## src/rtl/button_event_decoder_pkg.sv

```systemverilog
// button_event_decoder_pkg: decoder state encoding and per-button timing defaults
package button_event_decoder_pkg;
  localparam logic [1:0] ST_IDLE  = 2'd0;
  localparam logic [1:0] ST_SHORT = 2'd1;
  localparam logic [1:0] ST_LONG  = 2'd2;
  localparam int START_LONG_PRESS_TICKS    = 1000;
  localparam int START_REPEAT_PERIOD_TICKS = 0;
  localparam int LAP_LONG_PRESS_TICKS      = 1000;
  localparam int LAP_REPEAT_PERIOD_TICKS   = 200;
endpackage

```

## src/rtl/btn_hold_timer.sv

```systemverilog
// btn_hold_timer: saturating hold counter plus wrapping repeat counter with threshold flags
module btn_hold_timer #(
  parameter int LONG_PRESS_TICKS    = 1000,
  parameter int REPEAT_PERIOD_TICKS = 200,
  parameter int COUNT_WIDTH         = 16
) (
  input  logic                   clk,
  input  logic                   rst,
  input  logic                   tick,
  input  logic                   clear,
  input  logic                   run,
  output logic [COUNT_WIDTH-1:0] hold,
  output logic                   long_hit,
  output logic                   rpt_hit
);
  localparam logic [COUNT_WIDTH-1:0] MAX     = '1;
  localparam logic [COUNT_WIDTH-1:0] LONG_M1 = COUNT_WIDTH'(LONG_PRESS_TICKS - 1);
  localparam logic [COUNT_WIDTH-1:0] RPT_M1  = COUNT_WIDTH'(REPEAT_PERIOD_TICKS - 1);
  logic [COUNT_WIDTH-1:0] rpt;
  assign long_hit = hold == LONG_M1;
  assign rpt_hit  = (REPEAT_PERIOD_TICKS != 0) && (rpt == RPT_M1);
  // The repeat phase restarts on the tick that crosses into a long press.
  always_ff @(posedge clk or negedge rst)
    if (!rst) begin
      hold <= '0;
      rpt  <= '0;
    end else if (clear) begin
      hold <= '0;
      rpt  <= '0;
    end else if (run && tick) begin
      hold <= (hold == MAX) ? hold : hold + COUNT_WIDTH'(1);
      rpt  <= (long_hit || rpt_hit) ? '0 : rpt + COUNT_WIDTH'(1);
    end
endmodule

```

## src/rtl/button_event_decoder.sv

```systemverilog
// button_event_decoder: turns a debounced button level into press/release/long/repeat strobes
// release_evt/repeat_evt carry the release/repeat strobes; both plain names are SV keywords.
module button_event_decoder
  import button_event_decoder_pkg::*;
#(
  parameter int LONG_PRESS_TICKS    = 1000,
  parameter int REPEAT_PERIOD_TICKS = 200,
  parameter int COUNT_WIDTH         = 16
) (
  input  logic                   clk,
  input  logic                   rst,
  input  logic                   tick,
  input  logic                   in,
  input  logic                   enable,
  output logic                   press,
  output logic                   release_evt,
  output logic                   long_press,
  output logic                   repeat_evt,
  output logic                   held,
  output logic [COUNT_WIDTH-1:0] hold_ticks
);
  logic [1:0] state, state_nx;
  logic in_q, armed, rise, fall, start, rel_go, long_go, rpt_go, run, long_hit, rpt_hit;
  always_comb begin
    rise     = armed & in & ~in_q;
    fall     = armed & ~in & in_q;
    start    = enable & (state == ST_IDLE) & rise;
    rel_go   = enable & (state != ST_IDLE) & fall;
    run      = enable & (state != ST_IDLE) & ~fall;
    long_go  = run & tick & (state == ST_SHORT) & long_hit;
    rpt_go   = run & tick & (state == ST_LONG) & rpt_hit;
    state_nx = (!enable || rel_go) ? ST_IDLE : start ? ST_SHORT : long_go ? ST_LONG : state;
  end
  btn_hold_timer #(
    .LONG_PRESS_TICKS(LONG_PRESS_TICKS),
    .REPEAT_PERIOD_TICKS(REPEAT_PERIOD_TICKS),
    .COUNT_WIDTH(COUNT_WIDTH)
  ) u_timer (
    .clk(clk),
    .rst(rst),
    .tick(tick),
    .clear(start),
    .run(run),
    .hold(hold_ticks),
    .long_hit(long_hit),
    .rpt_hit(rpt_hit)
  );
  // armed masks the first sample after reset so a held button cannot fake a rising edge.
  always_ff @(posedge clk or negedge rst)
    if (!rst) begin
      state       <= ST_IDLE;
      in_q        <= 1'b0;
      armed       <= 1'b0;
      press       <= 1'b0;
      release_evt <= 1'b0;
      long_press  <= 1'b0;
      repeat_evt  <= 1'b0;
      held        <= 1'b0;
    end else begin
      state       <= state_nx;
      in_q        <= in;
      armed       <= 1'b1;
      press       <= start;
      release_evt <= rel_go;
      long_press  <= long_go;
      repeat_evt  <= rpt_go;
      held        <= state_nx != ST_IDLE;
    end
endmodule

```

## config.mk

```make
export PLATFORM = sky130hd
export DESIGN_NAME = button_event_decoder
export DESIGN_NICKNAME = d
export VERILOG_FILES = /design/src/rtl/button_event_decoder_pkg.sv /design/src/rtl/btn_hold_timer.sv /design/src/rtl/button_event_decoder.sv
export SDC_FILE = /design/constraint.sdc
export NUM_CORES = 1
export LEC_CHECK = 0
export BUFFER_PORTS_ARGS = -buffer_cell sky130_fd_sc_hd__buf_2
export CORE_AREA = 2 2 95 60
export CTS_BUF_LIST = sky130_fd_sc_hd__clkbuf_8
export CTS_CLUSTER_DIAMETER = 30
export DETAILED_ROUTE_END_ITERATION = 8
export DIE_AREA = 0 0 97 62
export MAX_ROUTING_LAYER = met4
export PLACE_DENSITY_LB_ADDON = 0.3
export SYNTH_ARGS = -nofsm -noshare
export SYNTH_HDL_FRONTEND = slang
export SYNTH_SLANG_ARGS = --single-unit
```

## constraint.sdc

```tcl
create_clock -name clk -period 1.7 [get_ports clk]
set_input_delay 0.34 -clock clk [delete_from_list [all_inputs] [get_ports clk]]
set_output_delay 0.34 -clock clk [all_outputs]
set_load 0.03 [all_outputs]
```

==> results of run 1 <==
-- flip-flops by register name, indices dropped and copies added, names as in the netlist --
| signal | flops |
|---|---|
| state | 2 |
| held | 1 |
| repeat_evt | 1 |
| u_timer.rpt | 16 |
| in_q | 1 |
| press | 1 |
| release_evt | 1 |
| long_press | 1 |
| armed | 1 |
| u_timer.hold | 16 |
-- stage by stage --
| stage | instance area, um2 | cells | setup slack, ns |
|---|---|---|---|
| finish | 3170 | 394 | -0.0106 |
| floorplan | 2370 | 250 | -0.116 |
| detailed placement | 2780 | 370 | -0.0189 |
| global route | 3170 | 394 | -0.120 |
| CTS | 2910 | 379 | 0.00634 |
| global placement | 2780 | 370 | -0.0214 |
-- power by group through the flow --
stage | Clock, uW | Sequential (uW) | Combinational (uW)
global route | 848 | 1100 | 511
CTS | 805 | 1080 | 430
detailed placement | 0 | 1100 | 423
finish | 797 | 1090 | 470
global placement | 0 | 1100 | 418
floorplan | 0 | 1190 | 151
-- area by class of cell --
class                           instances  area [um2]
Fill cell                             453        2110
Multi-Input combinational cell        192        1390
Sequential cell                        41        1050
Timing Repair Buffer                   76         515
Tap cell                               69        86.3
Clock buffer                            5        68.8
Clock inverter                          3        38.8
Inverter                                8        30.0
-- cells in the final DEF, fill, tap and decap left out, types with 3 or more instances in the layout --
master / instances
nor4_2: 3
a31oi_1: 6
a21o_1: 3
nor3_1: 3
nor2b_1: 3
nand2_1: 22
a22o_1: 5
or3_1: 3
dfrtp_2: 17
and3_1: 7
nand3_2: 3
clkbuf_8: 5
buf_4: 49
nand4_1: 10
o21ai_1: 19
buf_2: 25
o21ai_0: 7
nand3_1: 17
o31ai_1: 6
inv_1: 8
nor2_1: 11
a21oi_1: 11
nor3_2: 3
dfrtp_1: 24
-- metal layers --
layer	wire length, um	vias up
li1	-	1109
met1	3400	1138
met2	2720	109
met3	586	10
met4	87	0
met5	0	-
-- final timing paths --
check,depth (start not counted),slack [ns],startpoint,to
max,6,-0.01,u_timer.rpt[1]$_DFFE_PN0P_,u_timer.rpt[11]$_DFFE_PN0P_
min,2,0.10,rst,repeat_evt$_DFF_PN0_
max reg2reg,6,-0.01,u_timer.rpt[1]$_DFFE_PN0P_,u_timer.rpt[11]$_DFFE_PN0P_
min reg2reg,1,0.53,u_timer.hold[13]$_DFFE_PN0P_,u_timer.hold[13]$_DFFE_PN0P_
max in group asynchronous,2,1.22,rst,u_timer.hold[1]$_DFFE_PN0P_
min in group clk,1,0.24,in,in_q$_DFF_PN0_
-- kinds of logic after synthesis --
group,share of synthesized area
AOI/OAI and AO/OA,0.214
xor gates and xnor gates,0.00777
buffers and inverters,0.0372
muxes,0.00444
DFF,0.455
and+or+nand+nor,0.269
adders and majority gates,0.0111
other,0.00166
-- what timing repair did --
item / CTS / global route
gates resized for setup: 4 / 32
gates cloned: 0 / 2
hold buffers: 0 / 0
pin swaps: 3 / 15
buffers inserted: 1 / 13
setup endpoints to repair: 5 / 28
==> impl_metrics.prom, run 1 <==
# TYPE chip_impl_metric gauge
chip_impl_metric{name="syn-instance-count",unit=""} 250
chip_impl_info{name="rsz_0062_raised_after_global_routing",value="yes"} 1
chip_impl_metric{name="finish.net_count",unit=""} 331
chip_impl_metric{name="pin_count_of_the_biggest_net_entering_global_routing",unit=""} 42
chip_impl_metric{name="worstPathMaxFanout",unit=""} 5
chip_impl_metric{name="seqPwrFrac",unit=""} 0.462
chip_impl_metric{name="synthArstFlopShare",unit=""} 1.00
chip_impl_metric{name="period_minus_slack",unit="ns"} 1.71
chip_impl_metric{name="post_synth_instance_area",unit="um2"} 2250
chip_impl_metric{name="cts-root-to-sink-buffers",unit=""} 2
chip_impl_metric{name="synth_edf_count",unit=""} 0
chip_impl_metric{name="power",unit="uW"} 2360
chip_impl_info{name="crit_path_start_kind",value="flop"} 1
chip_impl_metric{name="synth_seq_cells",unit=""} 41
chip_impl_info{name="slowest_stage",value="dfrtp_1"} 1
chip_impl_metric{name="layout_stage_area_growth_over_the_synthesis_result",unit="%"} 40.8
chip_impl_metric{name="leakagePower",unit="uW"} 0.00143
chip_impl_metric{name="setup_slack",unit="ns"} -0.0106
chip_impl_metric{name="drt-pass1-iter-count",unit=""} 6
chip_impl_metric{name="port_buffers",unit=""} 25
chip_impl_metric{name="die_y",unit="um"} 62
chip_impl_metric{name="grt_pass1_vias",unit=""} 1810
chip_impl_metric{name="cts_max_level",unit=""} 2
chip_impl_metric{name="area_share_of_the_leading_cell_type_in_the_synthesized_netlist",unit=""} 0.455
chip_impl_metric{name="power_switching",unit="uW"} 702
chip_impl_metric{name="setup_viol_count_final",unit=""} 1
chip_impl_metric{name="cp_data_arrival_time",unit="ns"} 1.91
chip_impl_metric{name="part_of_the_yosys_area_used_for_sequential_elements",unit=""} 0.455
chip_impl_metric{name="fin_hold_ws",unit="ns"} 0.100
chip_impl_info{name="tritoncts",value="built"} 1
chip_impl_metric{name="detailroute.via_count",unit=""} 2366
chip_impl_metric{name="synth.lib_cells_used.distinct",unit=""} 49
chip_impl_metric{name="core_region_area",unit="um2"} 5280
chip_impl_metric{name="route.final.wire_length",unit="um"} 6790
chip_impl_metric{name="initial_utilization",unit=""} 0.427
chip_impl_info{name="crit_type",value="flop to flop"} 1
chip_impl_info{name="ys.flop_type",value="dfrtp_1"} 1
chip_impl_metric{name="postLayoutCoreUtil",unit=""} 0.601
chip_impl_metric{name="die-width",unit="um"} 97
chip_impl_metric{name="routed_via_density",unit=""} 6.01
chip_impl_metric{name="clk_pin_slew_worst_paths",unit="ns"} 0.08
chip_impl_metric{name="route.antenna.remaining_nets",unit=""} 0
chip_impl_metric{name="clk-insertion-delay-late",unit="ns"} 0.30
chip_impl_info{name="timing.critical_path.to_type",value="flop"} 1
chip_impl_metric{name="cts-buffers-inserted",unit=""} 5
chip_impl_metric{name="vdd_ir_drop_max",unit="mV"} 0.535
chip_impl_info{name="hold_path.class",value="primary input to async pin"} 1
chip_impl_metric{name="tritoncts_num_sinks",unit=""} 41
chip_impl_info{name="root_buffer_master",value="clkbuf_8"} 1
chip_impl_info{name="outcome",value="finished, violations left"} 1
chip_impl_metric{name="hold_violations",unit=""} 0
chip_impl_metric{name="worst_slew_margin_rel",unit=""} 0.649
chip_impl_metric{name="post_route_cells_drive_above_1_share",unit=""} 0.418
chip_impl_info{name="gr-max-usage-layer",value="met1"} 1
chip_impl_metric{name="sw_frac_of_total",unit=""} 0.298
chip_impl_metric{name="gp_congestion",unit=""} 0.939
chip_impl_info{name="critical-path-top-delay-family",value="simple AND/OR/NAND/NOR gates"} 1
chip_impl_metric{name="groute.usage.overall",unit=""} 0.211
chip_impl_metric{name="syn_avg_cell_area",unit="um2"} 9.01
chip_impl_info{name="failed_checks",value="setup timing"} 1
chip_impl_metric{name="standard_cell_rows",unit=""} 21
chip_impl_metric{name="finClkSkew",unit="ns"} 0.00648
chip_impl_metric{name="use_met3",unit=""} 0.0548
chip_impl_metric{name="dieArea",unit="um2"} 6010
chip_impl_metric{name="grt_antenna_before_repair",unit=""} 0
chip_impl_metric{name="timing.critical_path.required",unit="ns"} 1.90
chip_impl_metric{name="post_dp_hpwl",unit="um"} 4300
chip_impl_info{name="synth.most_common_cell",value="dfrtp_1"} 1
chip_impl_metric{name="grt_first_pass_wirelength",unit="um"} 9540
chip_impl_info{name="ys_top_cells_by_count",value="dfrtp_1 (41), nand2_1 (22), nand3_1 (20)"} 1
chip_impl_metric{name="max_cap_viol_count",unit=""} 0
chip_impl_metric{name="setup_total_negative_slack",unit="ns"} -0.0106
chip_impl_metric{name="crit_buf_inv",unit=""} 1
chip_impl_metric{name="timing_worst_slew_pin_value",unit="ns"} 0.526
chip_impl_metric{name="antenna-diode-count",unit=""} 0
chip_impl_info{name="yosys-top-cells-area",value="dfrtp_1 (46%), nand3_1 (4.4%), nand2_1 (3.7%)"} 1
chip_impl_metric{name="clockPowerShare",unit=""} 0.338
chip_impl_metric{name="final_min_period_over_clock_period",unit=""} 1.01
chip_impl_metric{name="met2_track_demand_over_resource",unit=""} 0.252
chip_impl_metric{name="drt_iter0_markers",unit=""} 200
chip_impl_metric{name="globalRouteMet1Util",unit=""} 0.330
chip_impl_metric{name="fmax",unit="GHz"} 0.585
chip_impl_info{name="path_cells",value="ha_4 > and4_1 > nand4_1 > nand3_2 > buf_6 > o311ai_2"} 1
chip_impl_metric{name="global_route.overflow_total",unit=""} 0
chip_impl_metric{name="comb_power_share",unit=""} 0.200
chip_impl_metric{name="drc",unit=""} 0
chip_impl_metric{name="p_per_area",unit="nW/um2"} 743
chip_impl_info{name="post-synth-top-area-cell",value="dfrtp_1"} 1
chip_impl_metric{name="p_int",unit="uW"} 1660
chip_impl_metric{name="timing.final.max_slew_violations",unit=""} 0
chip_impl_metric{name="cp_max_stage_delay",unit="ns"} 0.42
chip_impl_metric{name="synth.yosys.warnings",unit=""} 0
chip_impl_metric{name="ios",unit=""} 26
chip_impl_metric{name="mappedNetlistNets",unit=""} 257
chip_impl_metric{name="wl_per_cell",unit="um"} 17.2
Note: power is estimated with default switching activity, not from simulation.
==> run 2: changes to the inputs <==
--- a/config.mk
+++ b/config.mk
@@ -9,10 +9,11 @@
 export CORE_AREA = 2 2 95 60
 export CTS_BUF_LIST = sky130_fd_sc_hd__clkbuf_8
 export CTS_CLUSTER_DIAMETER = 30
+export CTS_CLUSTER_SIZE = 20
 export DETAILED_ROUTE_END_ITERATION = 8
 export DIE_AREA = 0 0 97 62
 export MAX_ROUTING_LAYER = met4
-export PLACE_DENSITY_LB_ADDON = 0.3
+export PLACE_DENSITY = 0.65
 export SYNTH_ARGS = -nofsm -noshare
 export SYNTH_HDL_FRONTEND = slang
 export SYNTH_SLANG_ARGS = --single-unit
==> run 2 against run 1 <==
  * The run still ends with setup timing left
  * Global-route usage increased by 0.64 points
  * Register-to-register slack worse by 0.04 ns
  * Die area is the same
  * Final area grew 1.2%
  * Via count is 1.3% lower
  * Sequential cell count did not move
  * Utilization is 0.73 points higher
  * Hold slack better by 0.016 ns
  * Setup slack worse by 0.039 ns
  * Combinational power is essentially flat
  * Critical path depth fell by 1
  * Total power shrank 6.4%
==> impl_metrics.prom, run 2 (synthesis results as in run 1) <==
# TYPE chip_impl_metric gauge
chip_impl_info{name="outcome",value="finished, violations left"} 1
chip_impl_info{name="failed_checks",value="setup timing"} 1
chip_impl_metric{name="cp_data_arrival_time",unit="ns"} 1.91
chip_impl_metric{name="cts_max_level",unit=""} 2
chip_impl_metric{name="period_minus_slack",unit="ns"} 1.75
chip_impl_metric{name="timing_worst_slew_pin_value",unit="ns"} 0.534
chip_impl_metric{name="pin_count_of_the_biggest_net_entering_global_routing",unit=""} 42
chip_impl_metric{name="dieArea",unit="um2"} 6010
chip_impl_metric{name="timing.final.max_slew_violations",unit=""} 0
chip_impl_metric{name="gp_congestion",unit=""} 0.890
chip_impl_metric{name="routed_via_density",unit=""} 5.88
chip_impl_metric{name="nFillCells",unit=""} 446
chip_impl_metric{name="cts-root-to-sink-buffers",unit=""} 2
chip_impl_metric{name="worst_r2r_path_depth",unit=""} 5
chip_impl_metric{name="die_y",unit="um"} 62
chip_impl_info{name="crit_path_start_kind",value="flop"} 1
chip_impl_metric{name="cts-buffers-inserted",unit=""} 5
chip_impl_metric{name="clk-insertion-delay-late",unit="ns"} 0.29
chip_impl_metric{name="vdd_ir_drop_max",unit="mV"} 0.548
chip_impl_metric{name="drc",unit=""} 0
chip_impl_info{name="timing.critical_path.to_type",value="flop"} 1
chip_impl_metric{name="reg2reg_setup_slack",unit="ns"} -0.05
chip_impl_metric{name="setup_total_negative_slack",unit="ns"} -0.116
chip_impl_metric{name="final_min_period_over_clock_period",unit=""} 1.03
chip_impl_metric{name="leakagePower",unit="uW"} 0.00145
chip_impl_metric{name="die-width",unit="um"} 97
chip_impl_metric{name="fmax",unit="GHz"} 0.571
chip_impl_metric{name="fin_hold_ws",unit="ns"} 0.116
chip_impl_metric{name="global_route.overflow_total",unit=""} 0
chip_impl_metric{name="finish.net_count",unit=""} 334
chip_impl_metric{name="clk_pin_slew_worst_paths",unit="ns"} 0.08
chip_impl_metric{name="detailroute.via_count",unit=""} 2336
chip_impl_info{name="crit_type",value="flop to flop"} 1
chip_impl_metric{name="post_dp_hpwl",unit="um"} 4320
chip_impl_metric{name="tritoncts_num_sinks",unit=""} 41
chip_impl_metric{name="power",unit="uW"} 2210
chip_impl_metric{name="initial_utilization",unit=""} 0.427
chip_impl_metric{name="route.final.wire_length",unit="um"} 6740
chip_impl_metric{name="detailed_place.area",unit="um2"} 2810
chip_impl_metric{name="grt_pass1_vias",unit=""} 1879
chip_impl_metric{name="setup_slack",unit="ns"} -0.0498
chip_impl_metric{name="core_region_area",unit="um2"} 5280
chip_impl_metric{name="wl_per_cell",unit="um"} 17.0
chip_impl_metric{name="p_per_area",unit="nW/um2"} 687
chip_impl_metric{name="port_buffers",unit=""} 25
chip_impl_metric{name="drt_iter0_markers",unit=""} 173
chip_impl_info{name="crit-reg2reg-launch",value="u_timer.hold[10]$_DFFE_PN0P_"} 1
chip_impl_metric{name="stdcell_area",unit="um2"} 3210
chip_impl_metric{name="grt_first_pass_wirelength",unit="um"} 9920
chip_impl_metric{name="hold_violations",unit=""} 0
chip_impl_metric{name="ios",unit=""} 26
chip_impl_info{name="tritoncts",value="built"} 1
chip_impl_info{name="root_buffer_master",value="clkbuf_8"} 1
chip_impl_metric{name="drt-pass1-iter-count",unit=""} 5
chip_impl_info{name="mostFrequentLayoutCell",value="buf_4"} 1
chip_impl_metric{name="layout_stage_area_growth_over_the_synthesis_result",unit="%"} 42.5
chip_impl_metric{name="max_cap_viol_count",unit=""} 0
chip_impl_metric{name="standard_cell_rows",unit=""} 21
chip_impl_info{name="r2r-end",value="u_timer.hold[9]$_DFFE_PN0P_"} 1
chip_impl_metric{name="finClkSkew",unit="ns"} 0.0100
chip_impl_metric{name="grt_antenna_before_repair",unit=""} 0
chip_impl_info{name="hold_path.class",value="primary input to async pin"} 1
chip_impl_info{name="layout_common_cells",value="buf_4 (48), dfrtp_1 (25), buf_2 (25), nand2_1 (22), o21ai_1 (19)"} 1
chip_impl_metric{name="worst_slew_margin_rel",unit=""} 0.644
chip_impl_metric{name="postLayoutCoreUtil",unit=""} 0.608
chip_impl_info{name="biggestRegsByFlops",value="u_timer.hold x16, u_timer.rpt x16, state x2"} 1
chip_impl_metric{name="timing.critical_path.required",unit="ns"} 1.86
chip_impl_metric{name="worstPathMaxFanout",unit=""} 6
chip_impl_metric{name="groute.usage.overall",unit=""} 0.218
chip_impl_metric{name="route.antenna.remaining_nets",unit=""} 0
chip_impl_metric{name="post_route_cells_drive_above_1_share",unit=""} 0.430
chip_impl_metric{name="antenna-diode-count",unit=""} 0
chip_impl_metric{name="setup_viol_count_final",unit=""} 4
chip_impl_info{name="rsz_0062_raised_after_global_routing",value="yes"} 1
## run 2: cell types whose count changed in the layout (fill, tap and decap cells not counted), moves of 2 or more
cell / delta
nand3_1: -3
a21oi_1: -2
nand3_4: +2
buf_6: +4
a21oi_2: +2
nor2_4: -2
## run 2: layout make-up
type | instances | area, um2 | area share
Clock buffer | 6 | 82.6 | 0.0257
Clock inverter | 2 | 7.51 | 0.00234
Inverter | 8 | 30.0 | 0.00935
Multi-Input combinational cell | 192 | 1410 | 0.438
Sequential cell | 41 | 1050 | 0.326
Tap cell | 69 | 86.3 | 0.0269
Timing Repair Buffer | 79 | 553 | 0.172
## run 2: what timing repair did
action,CTS,global route
buffers inserted,6,7
gates cloned,1,1
pin swaps,7,14
endpoints found under the setup margin,17,33
hold buffers,0,0
resized for setup,12,31
## run 2: how the worst max path moves through the flow
stage                                            start                          end  slack [ns]  depth (start not counted)
after floorplan            u_timer.hold[1]$_DFFE_PN0P_  u_timer.hold[8]$_DFFE_PN0P_       -0.12                          7
after global placement     u_timer.hold[1]$_DFFE_PN0P_  u_timer.rpt[12]$_DFFE_PN0P_       -0.06                          6
after detailed placement   u_timer.hold[1]$_DFFE_PN0P_           state[0]$_DFF_PN0_       -0.10                          6
after CTS                  u_timer.hold[0]$_DFFE_PN0P_   u_timer.rpt[2]$_DFFE_PN0P_      -0.005                          6
after global routing      u_timer.hold[12]$_DFFE_PN0P_  u_timer.hold[9]$_DFFE_PN0P_       -0.09                          5
final                     u_timer.hold[10]$_DFFE_PN0P_  u_timer.hold[9]$_DFFE_PN0P_       -0.05                          5
## run 2: worst max-delay path: stages, from the launching register on
cell     delay (ns)
dfrtp_2        0.40
nand4_1        0.32
buf_4          0.26
or4_4          0.45
nand4_1        0.12
o31ai_1        0.07
## run 2: layer usage
layer  share of wire  wire [um]  global-route usage  vias up
met2            0.42       2830               0.296       89
li1                -          -                   -     1105
met5               0          0                   -        -
met1            0.50       3370               0.330     1140
met4          0.0031         21              0.0241        0
met3           0.076        510              0.0582        2
## run 2: metrics by stage
step                      cells  setup slack [ns]
after floorplan             250            -0.116
after global placement      374           -0.0633
after detailed placement    374            -0.105
after CTS                   389          -0.00544
after global routing        397           -0.0934
final                       397           -0.0498
## run 2: report_power, final
group	leakage (uW)	internal (uW)	switching (uW)
registers	0.000522	1030	56.2
logic	0.000870	198	273
clock network	0.0000538	320	330
total	0.00145	1550	660
